File: config.mk
export PLATFORM = sky130hd
export DESIGN_NAME = garage_input_conditioner
export DESIGN_NICKNAME = d
export VERILOG_FILES = /design/src/rtl/garage_pkg.sv /design/src/rtl/debounce_channel.sv /design/src/rtl/garage_input_conditioner.sv
export SDC_FILE = /design/constraint.sdc
export NUM_CORES = 1
export LEC_CHECK = 0
export ABC_AREA = 1
export BUFFER_PORTS_ARGS = -buffer_cell sky130_fd_sc_hd__buf_2
export CAP_MARGIN = 20
export CORE_MARGIN = 3
export CORE_UTILIZATION = 40
export CTS_BUF_LIST = sky130_fd_sc_hd__clkbuf_2
export CTS_CLUSTER_SIZE = 24
export DETAILED_ROUTE_END_ITERATION = 12
export PLACE_DENSITY = 0.68
export SLEW_MARGIN = 20
export SYNTH_ARGS = -nofsm -noshare
export SYNTH_HDL_FRONTEND = slang
export SYNTH_SLANG_ARGS = --single-unit
File: constraint.sdc
create_clock -name clk -period 1.75 [get_ports clk]
set_clock_uncertainty 0.15 [all_clocks]
set_input_delay 0.35 -clock clk [delete_from_list [all_inputs] [get_ports clk]]
set_output_delay 0.35 -clock clk [all_outputs]
set_load 0.02 [all_outputs]
File: src/rtl/garage_pkg.sv
// Purpose: shared defaults for the garage door input front end and the controller top level.
// Latency: n/a (constants only).
// Backpressure: n/a.
package garage_pkg;

    // Consecutive stable synchronised cycles needed before a new input level is accepted.
    localparam int GARAGE_DEBOUNCE_CYCLES = 16;

    // Synchroniser depth applied to every raw asynchronous input.
    localparam int GARAGE_SYNC_STAGES     = 2;

endpackage : garage_pkg

File: src/rtl/debounce_channel.sv
// Purpose: synchronise one raw asynchronous input and debounce it into a stable level.
// Latency: SYNC_STAGES + DEBOUNCE_CYCLES edges from the first sampling edge to level_out.
// Backpressure: none; free-running, one sample per clock.
//
// Ports:
//   clk       - system clock, rising edge
//   rst       - asynchronous active-low reset
//   raw_in    - raw asynchronous input
//   level_out - debounced level (registered)
module debounce_channel #(
    parameter int SYNC_STAGES     = 2,
    parameter int DEBOUNCE_CYCLES = 16
) (
    input  logic clk,
    input  logic rst,
    input  logic raw_in,
    output logic level_out
);

    localparam int CW = (DEBOUNCE_CYCLES > 2) ? $clog2(DEBOUNCE_CYCLES) : 1;
    localparam logic [CW-1:0] CNT_MAX = CW'(DEBOUNCE_CYCLES - 1);

    logic [SYNC_STAGES-1:0] sync_q;
    logic                   sync;
    logic                   stable_q;
    logic [CW-1:0]          cnt_q;

    assign sync = sync_q[SYNC_STAGES-1];

    always_ff @(posedge clk or negedge rst) begin
        if (!rst) begin
            sync_q <= '0;
        end else begin
            sync_q <= {sync_q[SYNC_STAGES-2:0], raw_in};
        end
    end

    // The counter measures how long sync has disagreed with the accepted level;
    // any agreement restarts it, so only an uninterrupted run of DEBOUNCE_CYCLES
    // disagreeing samples moves the stable level. It saturates by construction.
    always_ff @(posedge clk or negedge rst) begin
        if (!rst) begin
            stable_q <= 1'b0;
            cnt_q    <= '0;
        end else if (sync == stable_q) begin
            cnt_q <= '0;
        end else if (cnt_q == CNT_MAX) begin
            stable_q <= sync;
            cnt_q    <= '0;
        end else begin
            cnt_q <= cnt_q + 1'b1;
        end
    end

    assign level_out = stable_q;

endmodule : debounce_channel

File: src/rtl/garage_input_conditioner.sv
// Purpose: condition raw button/limit inputs for the garage controller; one pulse per press, fault flag.
// Latency: limits SYNC_STAGES+DEBOUNCE_CYCLES edges, Activate pulse one edge later.
// Backpressure: none; Activate is a fire-and-forget single-cycle pulse.
//
// Ports:
//   clk          - system clock, rising edge
//   rst          - asynchronous active-low reset
//   Activate_Raw - raw push-button, active high
//   Up_Max_Raw   - raw fully-open limit switch
//   DN_Max_Raw   - raw fully-closed limit switch
//   Activate     - one-cycle pulse per debounced press (suppressed during sensor fault)
//   Up_Max       - debounced fully-open level
//   DN_Max       - debounced fully-closed level
//   Sensor_Fault - both debounced limits active at once
module garage_input_conditioner
    import garage_pkg::*;
#(
    parameter int DEBOUNCE_CYCLES = GARAGE_DEBOUNCE_CYCLES,
    parameter int SYNC_STAGES     = GARAGE_SYNC_STAGES
) (
    input  logic clk,
    input  logic rst,
    input  logic Activate_Raw,
    input  logic Up_Max_Raw,
    input  logic DN_Max_Raw,
    output logic Activate,
    output logic Up_Max,
    output logic DN_Max,
    output logic Sensor_Fault
);

    logic act_level;
    logic act_level_d;
    logic act_pulse_q;

    debounce_channel #(
        .SYNC_STAGES     (SYNC_STAGES),
        .DEBOUNCE_CYCLES (DEBOUNCE_CYCLES)
    ) u_act_chan (
        .clk       (clk),
        .rst       (rst),
        .raw_in    (Activate_Raw),
        .level_out (act_level)
    );

    debounce_channel #(
        .SYNC_STAGES     (SYNC_STAGES),
        .DEBOUNCE_CYCLES (DEBOUNCE_CYCLES)
    ) u_up_chan (
        .clk       (clk),
        .rst       (rst),
        .raw_in    (Up_Max_Raw),
        .level_out (Up_Max)
    );

    debounce_channel #(
        .SYNC_STAGES     (SYNC_STAGES),
        .DEBOUNCE_CYCLES (DEBOUNCE_CYCLES)
    ) u_dn_chan (
        .clk       (clk),
        .rst       (rst),
        .raw_in    (DN_Max_Raw),
        .level_out (DN_Max)
    );

    // Both limits closed cannot happen on a healthy door; Up_Max/DN_Max are
    // already register outputs, so this stays glitch-free.
    assign Sensor_Fault = Up_Max & DN_Max;

    // Rising-edge detect on the debounced button. A press seen while the limit
    // sensors disagree with physics is dropped outright rather than held over,
    // so a stale press cannot move the door once the fault clears.
    always_ff @(posedge clk or negedge rst) begin
        if (!rst) begin
            act_level_d <= 1'b0;
            act_pulse_q <= 1'b0;
        end else begin
            act_level_d <= act_level;
            act_pulse_q <= act_level & ~act_level_d & ~Sensor_Fault;
        end
    end

    assign Activate = act_pulse_q;

endmodule : garage_input_conditioner

After elaboration in Yosys (flattened, before gate mapping)
Index checks and enable logic that the tools add are counted.

Flip-flop bits (word level): 23. Output and inout bits: 4. Logic and storage cells: 37.

$add $sub $neg: 3. Eq/ne operators: 6. Multiplexer cells: 6. Bitwise operators: 8. Reductions and logical operators: 3.

Operators by type and width (number): $mux 4 (6); $add 4x1->4 const B (3); $eq 4x4->1 const B (3); $reduce_and 2->1 (3); $not 1->1 (5); $and 1x1->1 (3); $eq 1x1->1 (3).

Longest topological paths before layout
Gate-level depths: netlist of run 1.

Depth in word-level cells: 3. Depth in mapped cells: 4. Depth with buffers taken out: 4.

Hierarchy
Synthesis of run 1 repeated with hierarchy kept, for this count alone.

Cell total of the unflattened synthesis: 91. Area, all modules: 897.1 sq um.

By module, submodules not included: debounce_channel (instances 3, cells each 28, area an instance 275.3 sq um, sequential area each 175.2 sq um); garage_input_conditioner (instances 1, cells each 7, area an instance 71.3 sq um, sequential area each 50.0 sq um).

Worst setup path before layout of run 1
OpenSTA, ideal clock, no wires.

Path type: register to output. From: register u_dn_chan.stable_q, in the netlist u_dn_chan.level_out. To: output Sensor_Fault. Data arrival time: 0.732 ns. Required time: 1.250 ns. Setup slack: 0.518 ns. Cell stages (with the launch flop): 3. Cell sequence: dfrtp_1 nand2_1 inv_1.

Cells in the longest elaborated chain, start to end: 1.

RTL lines: from (decl) (RTL line debounce_channel.sv:25) `logic stable_q;`; from (signal assigned) (RTL line debounce_channel.sv:48) `stable_q <= sync;`; $and 1x1->1 (RTL line garage_input_conditioner.sv:68) `assign Sensor_Fault = Up_Max & DN_Max;`; to (decl) (RTL line garage_input_conditioner.sv:29) `output logic Sensor_Fault`.

No other way between the ends.

Worst setup path after layout of run 1
Ends and elaborated chain as after synthesis.

==> reports/qor.yml, run 1 <==
status:
  status: "complete, no violations"
hold_path:
  min_path_type: "reg -> reg"
  holdPathEnd: "u_act_chan.sync_q[1]"
  hold_start: "u_act_chan.sync_q[0]"
  holdPathStages: 0
pwr:
  leakage_uw: 0.000544
  p_sw_frac: 0.239
  clkPwrFrac: 0.246
  seq_power_share: 0.678
  p_int_uw: 645
  power.density_nw_per_um2: 809
  ir_worst_vdd_mv: 0.471
  power.switching_uw: 202
  pwr-share-comb: 0.076
flow_run:
  maxCapViolations: 0
synth:
  syn_avg_cell_area_um2: 10.3
  synthCells: 89
  synth_top_family_by_area: "simple AND/OR/NAND/NOR gates"
  ys_ff_latch: 23
  synth.distinct_cells: 14
  synth_fa_ha_area_frac: 0.0411
  synth_nets: 97
  synthMuxAreaShare: 0
  ys_seq_area_frac: 0.630
  synth_warnings: 0
  synth-xor-area-share: 0.0288
  netlist_area_um2: 913
  synth-compound-area-share: 0.0164
  synth_simple_gate_area_frac: 0.230
placement:
  dp_slack_ns: 0.519
  io_buffers: 8
  place.gp.congestion: 0.766
  dp_hpwl_um: 977
critical_path:
  worstPathMaxFanout: 5
  critPathLaunch: "u_dn_chan.level_out"
  crit_type: "reg -> out"
  rr_startpoint: "u_up_chan.cnt_q[0]"
  max_stage_delay_ns: 0.46
  crit_required_ns: 1.25
  cp_cell_sequence: "nand2_1, inv_1, buf_2"
  critPathTopFamily: "flip-flops"
  reg2reg_depth: 4
  critical_path_buf_inv_count: 2
  arrival_ns: 1.08
  startpoint_type: "flop"
  end_kind: "output pin"
  rr_endpoint: "u_up_chan.cnt_q[3]"
  critPathSlowestCell: "dfrtp_1"
  regToRegSetupSlack_ns: 0.50
global_route:
  grt_pass1_wl_mm: 2.20
  gr-usage-met1: 0.120
  grt_overflow: 0
  antenna_found_initial: 0
  grt_use_met2: 0.179
  grt_pass1_vias: 558
  grt_max_degree: 24
  grt_use_met3: 0.0249
  grtUsageTotal: 0.115
  grt-busiest-layer: "met2"
final_layout:
  multi_input_area_um2: 289
  synthToLayoutAreaGrowth_pct: 14.7
  final_cell_mix: "23 x dfrtp_1, 17 x nand2_1, 12 x inv_1"
  diodes: 0
  seq_area_um2: 576
  nFillCells: 193
  nNetsFinal: 114
  layout_commonest_cell: "dfrtp_1"
  drive_gt1_frac: 0.190
floorplanning:
  core-area_um2: 2060
  die_h_um: 53.8
  die_x_um: 53.8
  row_count: 16
  io_pins: 9
  start_util: 0.443
  dieArea_um2: 2890
sta:
  slew_violations: 0
  post-route-min-period_ns: 1.58
  tns_ns: 0
  holdWs_ns: 0.224
  setup_ws_ns: 0.166
  finalSetupViolCount: 0
  period_share: 0.905
  tightest_slew_ns: 0.495
  clock.fmax_mhz: 631
  relSlewSlack: 0.670
  grt_setup_unrepaired: "false"
  hold_violations: 0
clocking:
  clock_sink_count: 23
  cts_setup_buffers: 0
  clk_pin_slew_ns: 0.19
  cts_tree: "done"
  clockRootBuffer: "clkbuf_2"
  clk_latency_ns: 0.33
  cts-buffers-inserted: 3
  clk_path_buf_depth: 2
  htreeDepth: 1
drt:
  ant_nets: 0
  post_drt_wl_per_cell_um: 9.98
  drcViolationCount: 0
  num_vias: 617
  dr.pass1.iters: 2
  vias_per_cell: 4.67
  drtIter0Drc: 4
  wl_mm: 1.32
==> cell families after synthesis <==
group,Yosys count
DFF,23
buffers and inverters,13
AOI/OAI and AO/OA,3
adders and majority gates,3
xor gates and xnor gates,3
and+or+nand+nor,44
==> power by group through the flow <==
stage | sequential (uW) | clock [uW] | combinational (uW)
floorplan | 581 | 0 | 37.4
global placement | 583 | 0 | 56.2
detailed placement | 585 | 0 | 59.1
CTS | 575 | 227 | 66.2
global route | 578 | 238 | 75.4
finish | 575 | 209 | 64.0
==> area by class of cell <==
type / count / share of cell area
clock buffers: 4 / 0.0191
inverters: 13 / 0.0466
multi-input cells: 53 / 0.276
flip-flops and latches: 23 / 0.550
well taps: 27 / 0.0323
repair buffers: 12 / 0.0765
==> stage by stage <==
step	cell area [um^2]	power (uW)	utilization	cells
2_1_floorplan	913	618	-	89
3_3_place_gp	987	639	0.479	124
3_5_place_dp	987	644	0.479	124
4_1_cts	1050	868	0.508	132
5_1_grt	1050	892	0.508	132
6_report	1050	847	0.508	132
==> sequential cells by signal, indices dropped and copies added, names as in the netlist <==
name	cells
u_dn_chan.level_out	1
u_act_chan.sync_q	2
u_dn_chan.cnt_q	4
u_up_chan.level_out	1
u_up_chan.sync_q	2
act_level_d	1
u_dn_chan.sync_q	2
u_up_chan.cnt_q	4
Activate	1
u_act_chan.level_out	1
u_act_chan.cnt_q	4
==> worst register-to-register path: cells and delay by family (launching register included) <==
kind / cells / cell delay (ns)
AND/OR/NAND/NOR: 3 / 0.35
adder cells (fa/ha/maj): 1 / 0.25
flip-flops: 1 / 0.46
==> how the worst max path moves through the flow <==
| stage | to | slack [ns] | depth (start not counted) |
|---|---|---|---|
| after floorplan | Sensor_Fault | 0.52 | 2 |
| after global placement | u_up_chan.cnt_q[3] | 0.56 | 4 |
| after detailed placement | u_up_chan.cnt_q[3] | 0.52 | 4 |
| after CTS | Sensor_Fault | 0.12 | 3 |
| after global routing | Sensor_Fault | 0.05 | 3 |
| final | Sensor_Fault | 0.17 | 3 |
==> routing by layer <==
metal | part of all wire | routed length, um | vias to the layer above
met4 | 0.045 | 59 | 0
met5 | 0 | 0 | -
li1 | - | - | 314
met1 | 0.44 | 586 | 289
met2 | 0.47 | 615 | 9
met3 | 0.043 | 57 | 5
==> timing repair <==
item / in CTS / in global routing
resized for setup: 0 / 0
endpoints found under the hold margin: 26 / 0
hold buffers: 4 / 0
==> Yosys cell counts <==
library cell  number  area share
dfrtp_1           23        0.63
ha_1               3       0.041
inv_1             12       0.049
inv_2              1      0.0041
nand2_1           17       0.070
nand2_2            2       0.014
nand3_1            6       0.033
nand3_2            3       0.033
nand4_1            3       0.021
nor2_1            10       0.041
nor2_2             2       0.014
nor3_1             1      0.0055
o21ai_1            3       0.016
xnor2_1            3       0.029
(Power assumes the default switching activity.)
==> run 2: changes to the inputs <==
==> constraint.sdc (replaced) <==
create_clock -name clk -period 1.8 [get_ports clk]
set_clock_uncertainty 0.15 [all_clocks]
set_input_delay 0.36 -clock clk [delete_from_list [all_inputs] [get_ports clk]]
set_output_delay 0.36 -clock clk [all_outputs]
set_load 0.02 [all_outputs]
==> reports/qor.yml, run 2 (synthesis gave the netlist of run 1 again) <==
clocking:
  clockRootBuffer: "clkbuf_2"
  cts_tree: "done"
  cts-buffers-inserted: 3
  htreeDepth: 1
  cts.repair.resized: 0
  clk_latency_ns: 0.32
  clk_path_buf_depth: 2
  clk_pin_slew_ns: 0.21
  clock_sink_count: 23
sta:
  finalSetupViolCount: 0
  hold_violations: 0
  tns_ns: 0
  period_share: 0.891
  relSlewSlack: 0.677
  slew_violations: 0
  clock.fmax_mhz: 624
  holdWs_ns: 0.226
  tightest_slew_ns: 0.485
  grt_setup_unrepaired: "false"
  post-route-min-period_ns: 1.60
floorplanning:
  die_x_um: 53.8
  start_util: 0.443
  dieArea_um2: 2890
  io_pins: 9
  die_h_um: 53.8
  row_count: 16
  core-area_um2: 2060
critical_path:
  crit_type: "reg -> out"
  crit_required_ns: 1.29
  worstPathMaxFanout: 5
  end_kind: "output pin"
  regToRegSetupSlack_ns: 0.56
  arrival_ns: 1.09
  startpoint_type: "flop"
hold_path:
  min_path_type: "reg -> reg"
global_route:
  antenna_found_initial: 0
  grt_overflow: 0
  grtUsageTotal: 0.110
  grt_max_degree: 24
  grt_pass1_wl_mm: 2.28
  grt_pass1_vias: 573
final_layout:
  seq_area_um2: 576
  nNetsFinal: 114
  synthToLayoutAreaGrowth_pct: 14.7
  diodes: 0
  nFillCells: 172
  final_cell_mix: "23 x dfrtp_1, 17 x nand2_1, 12 x inv_1"
  drive_gt1_frac: 0.190
  top_regs: "u_act_chan.cnt_q (4), u_dn_chan.cnt_q (4), u_up_chan.cnt_q (4)"
  multi_input_area_um2: 289
  layout_commonest_cell: "dfrtp_1"
status:
  status: "complete, no violations"
placement:
  dp_hpwl_um: 959
  io_buffers: 8
  place.gp.congestion: 0.756
pwr:
  ir_worst_vdd_mv: 0.383
  power.density_nw_per_um2: 785
  leakage_uw: 0.000544
  total_power_uw: 822
drt:
  num_vias: 604
  drcViolationCount: 0
  post_drt_wl_per_cell_um: 9.67
  ant_nets: 0
  dr.pass1.iters: 4
  vias_per_cell: 4.58
  wl_mm: 1.28
  drtIter0Drc: 5
flow_run:
  maxCapViolations: 0
-- run 2: worst max-delay path, stage by stage, from the launching register on --
cell and delay, ns:
dfrtp_1 0.47, nand2_1 0.07, inv_1 0.07, buf_2 0.16
-- run 2: routing by layer --
| metal | up-vias | track usage | share of wire |
|---|---|---|---|
| met3 | 2 | 0.0332 | 0.038 |
| met2 | 10 | 0.183 | 0.49 |
| li1 | 309 | - | - |
| met4 | 0 | 0.0511 | 0.0063 |
| met1 | 283 | 0.128 | 0.46 |
| met5 | - | 0 | 0 |
-- run 2: per-stage QoR --
stage          cell area (um^2)  setup slack, ns  instances   util
2_1_floorplan               913            0.558         89      -
3_3_place_gp                987            0.606        124  0.479
3_5_place_dp                987            0.572        124  0.479
4_1_cts                    1050            0.169        132  0.508
5_1_grt                    1050           0.0853        132  0.508
6_report                   1050            0.197        132  0.508
-- run 2: where the power goes --
part	switching, uW	internal (uW)	total, uW
Sequential	18.5	540	559
Combinational	33.4	27.7	61.1
Clock	152	50.4	202
-- run 2: cell type report --
type / instances / share of cell area
Clock buffer: 3 / 0.0143
Multi-Input combinational cell: 53 / 0.276
Clock inverter: 1 / 0.00478
Inverter: 13 / 0.0466
Tap cell: 27 / 0.0323
Timing Repair Buffer: 12 / 0.0765
Sequential cell: 23 / 0.550
-- run 2: what timing repair did --
| item | 4_1_cts | 5_1_grt |
|---|---|---|
| buffers inserted | 0 | 0 |
| endpoints found under the hold margin | 26 | 0 |
| hold buffers | 4 | 0 |
-- run 2: worst paths after layout --
check	startpoint	endpoint	cells past startpoint
worst max-delay path	u_dn_chan.level_out	Sensor_Fault	3
worst min-delay path	u_act_chan.sync_q[0]	u_act_chan.sync_q[1]	0
worst max register to register	u_up_chan.cnt_q[0]	u_up_chan.cnt_q[0]	4
worst min register to register	u_act_chan.sync_q[0]	u_act_chan.sync_q[1]	0
max in group asynchronous	rst	u_dn_chan.cnt_q[2]	2
min in group asynchronous	rst	u_dn_chan.cnt_q[1]	2
==> run 3: changes to the inputs <==
--- a/config.mk
+++ b/config.mk
@@ -6,11 +6,11 @@
 export NUM_CORES = 1
 export LEC_CHECK = 0
 export ABC_AREA = 1
-export BUFFER_PORTS_ARGS = -buffer_cell sky130_fd_sc_hd__buf_2
+export BUFFER_PORTS_ARGS = -buffer_cell sky130_fd_sc_hd__clkbuf_2
 export CAP_MARGIN = 20
 export CORE_MARGIN = 3
 export CORE_UTILIZATION = 40
-export CTS_BUF_LIST = sky130_fd_sc_hd__clkbuf_2
+export CTS_BUF_LIST = sky130_fd_sc_hd__clkbuf_8
 export CTS_CLUSTER_SIZE = 24
 export DETAILED_ROUTE_END_ITERATION = 12
 export PLACE_DENSITY = 0.68
==> reports/qor.yml, run 3 (synthesis gave the netlist of run 1 again) <==
critical_path:
  arrival_ns: 1.01
  max_stage_delay_ns: 0.44
  regToRegSetupSlack_ns: 0.59
  cp_cell_sequence: "nand2_1, inv_1, clkbuf_2"
  end_kind: "output pin"
  startpoint_type: "flop"
  reg2reg_depth: 4
  critPathSlowestCell: "dfrtp_1"
  worstPathMaxFanout: 5
  rr_startpoint: "u_up_chan.cnt_q[0]"
  crit_required_ns: 1.29
  crit_type: "reg -> out"
  rr_endpoint: "u_up_chan.cnt_q[3]"
global_route:
  gr-usage-met1: 0.132
  grt_overflow: 0
  grtUsageTotal: 0.115
  grt_use_met3: 0.0249
  grt_use_met2: 0.202
  antenna_found_initial: 0
  grt_max_degree: 24
  grt_pass1_wl_mm: 2.39
  grt_pass1_vias: 610
  grt-busiest-layer: "met2"
placement:
  place.gp.congestion: 0.723
  io_buffers: 8
  dp_hpwl_mm: 1.03
  dp_slack_ns: 0.559
floorplanning:
  start_util: 0.443
  io_pins: 9
  die_x_um: 53.8
  die_h_um: 53.8
  core-area_um2: 2060
  dieArea_um2: 2890
  row_count: 16
status:
  status: "complete, no violations"
sta:
  tns_ns: 0
  post-route-min-period_ns: 1.52
  finalSetupViolCount: 0
  slew_violations: 0
  period_share: 0.843
  tightest_slew_ns: 0.550
  clock.fmax_mhz: 659
  grt_setup_unrepaired: "false"
  setup_ws_ns: 0.282
  hold_violations: 0
  relSlewSlack: 0.634
final_layout:
  diodes: 0
  layout_commonest_cell: "dfrtp_1"
  final_cell_mix: "23 x dfrtp_1, 17 x nand2_1, 13 x inv_1"
  nNetsFinal: 111
  synthToLayoutAreaGrowth_pct: 14.1
  top_regs: "u_act_chan.cnt_q (4), u_dn_chan.cnt_q (4), u_up_chan.cnt_q (4)"
  drive_gt1_frac: 0.186
clocking:
  cts-buffers-inserted: 3
  htreeDepth: 1
  clock_sink_count: 23
  clk_pin_slew_ns: 0.08
  cts_setup_buffers: 0
  cts_tree: "done"
  clk_latency_ns: 0.25
  clockRootBuffer: "clkbuf_8"
  cts.repair.resized: 0
  clk_path_buf_depth: 2
hold_path:
  min_path_type: "in -> reg"
  holdPathStages: 1
  holdPathEnd: "u_act_chan.sync_q[0]"
  hold_start: "Activate_Raw"
drt:
  ant_nets: 0
  drtIter0Drc: 3
  post_drt_wl_per_cell_um: 10.4
  num_vias: 609
  drcViolationCount: 0
  vias_per_cell: 4.72
  wl_mm: 1.34
  dr.pass1.iters: 4
pwr:
  leakage_uw: 0.000539
  ir_worst_vdd_mv: 0.397
  total_power_uw: 912
  power.density_nw_per_um2: 875
flow_run:
  maxCapViolations: 0
-- run 3: cell count changes in the layout (fill, tap and decap cells not counted) --
cell,delta
clkbuf_8,+3
buf_2,-8
dlygate4sd3_1,-3
inv_1,+1
clkbuf_2,+5
clkinv_2,-1
-- run 3: what timing repair did --
| action | 4_1_cts | 5_1_grt |
|---|---|---|
| hold endpoints to repair | 23 | 0 |
| hold buffers | 1 | 0 |
| setup endpoints to repair | 0 | 0 |
-- run 3: power breakdown --
part	switching [uW]	internal, uW
Clock	146	152
Sequential	18.7	540
Combinational	32.9	23.8
Total	197	715
-- run 3: worst max-delay path by stage --
stage                              startpoint           end  depth (start not counted)
after global placement    u_dn_chan.level_out  Sensor_Fault                          3
final                     u_dn_chan.level_out  Sensor_Fault                          3
after floorplan           u_dn_chan.level_out  Sensor_Fault                          2
after detailed placement  u_dn_chan.level_out  Sensor_Fault                          3
after CTS                 u_dn_chan.level_out  Sensor_Fault                          3
after global routing      u_dn_chan.level_out  Sensor_Fault                          3
-- run 3: final cells by class --
cell class,count,area [um^2]
clock buffers,3,41.3
multi-input cells,53,289
inverters,13,48.8
fillers,188,1020
well taps,27,33.8
clock inverters,1,3.75
flip-flops and latches,23,576
repair buffers,9,50.0
-- run 3: layer usage --
metal,part of all wire,vias to the layer above
li1,-,303
met1,0.43,296
met2,0.52,8
met3,0.037,2
met4,0.0075,0
met5,0,-
-- run 3: per-stage QoR --
stage | instances | instance area [um^2] | hold WS, ns | utilization
finish | 129 | 1040 | 0.0563 | 0.505
global route | 129 | 1040 | 0.0447 | 0.505
CTS | 129 | 1040 | 0.0505 | 0.505
detailed placement | 124 | 987 | 0.187 | 0.479
global placement | 124 | 987 | 0.183 | 0.479
floorplan | 89 | 913 | -0.0856 | -
-- run 3: critical path, delay by kind of cell, from the launching register on --
kind          cells  cell delay (ns)
flops             1             0.44
buf+inv           2             0.25
simple gates      1             0.07
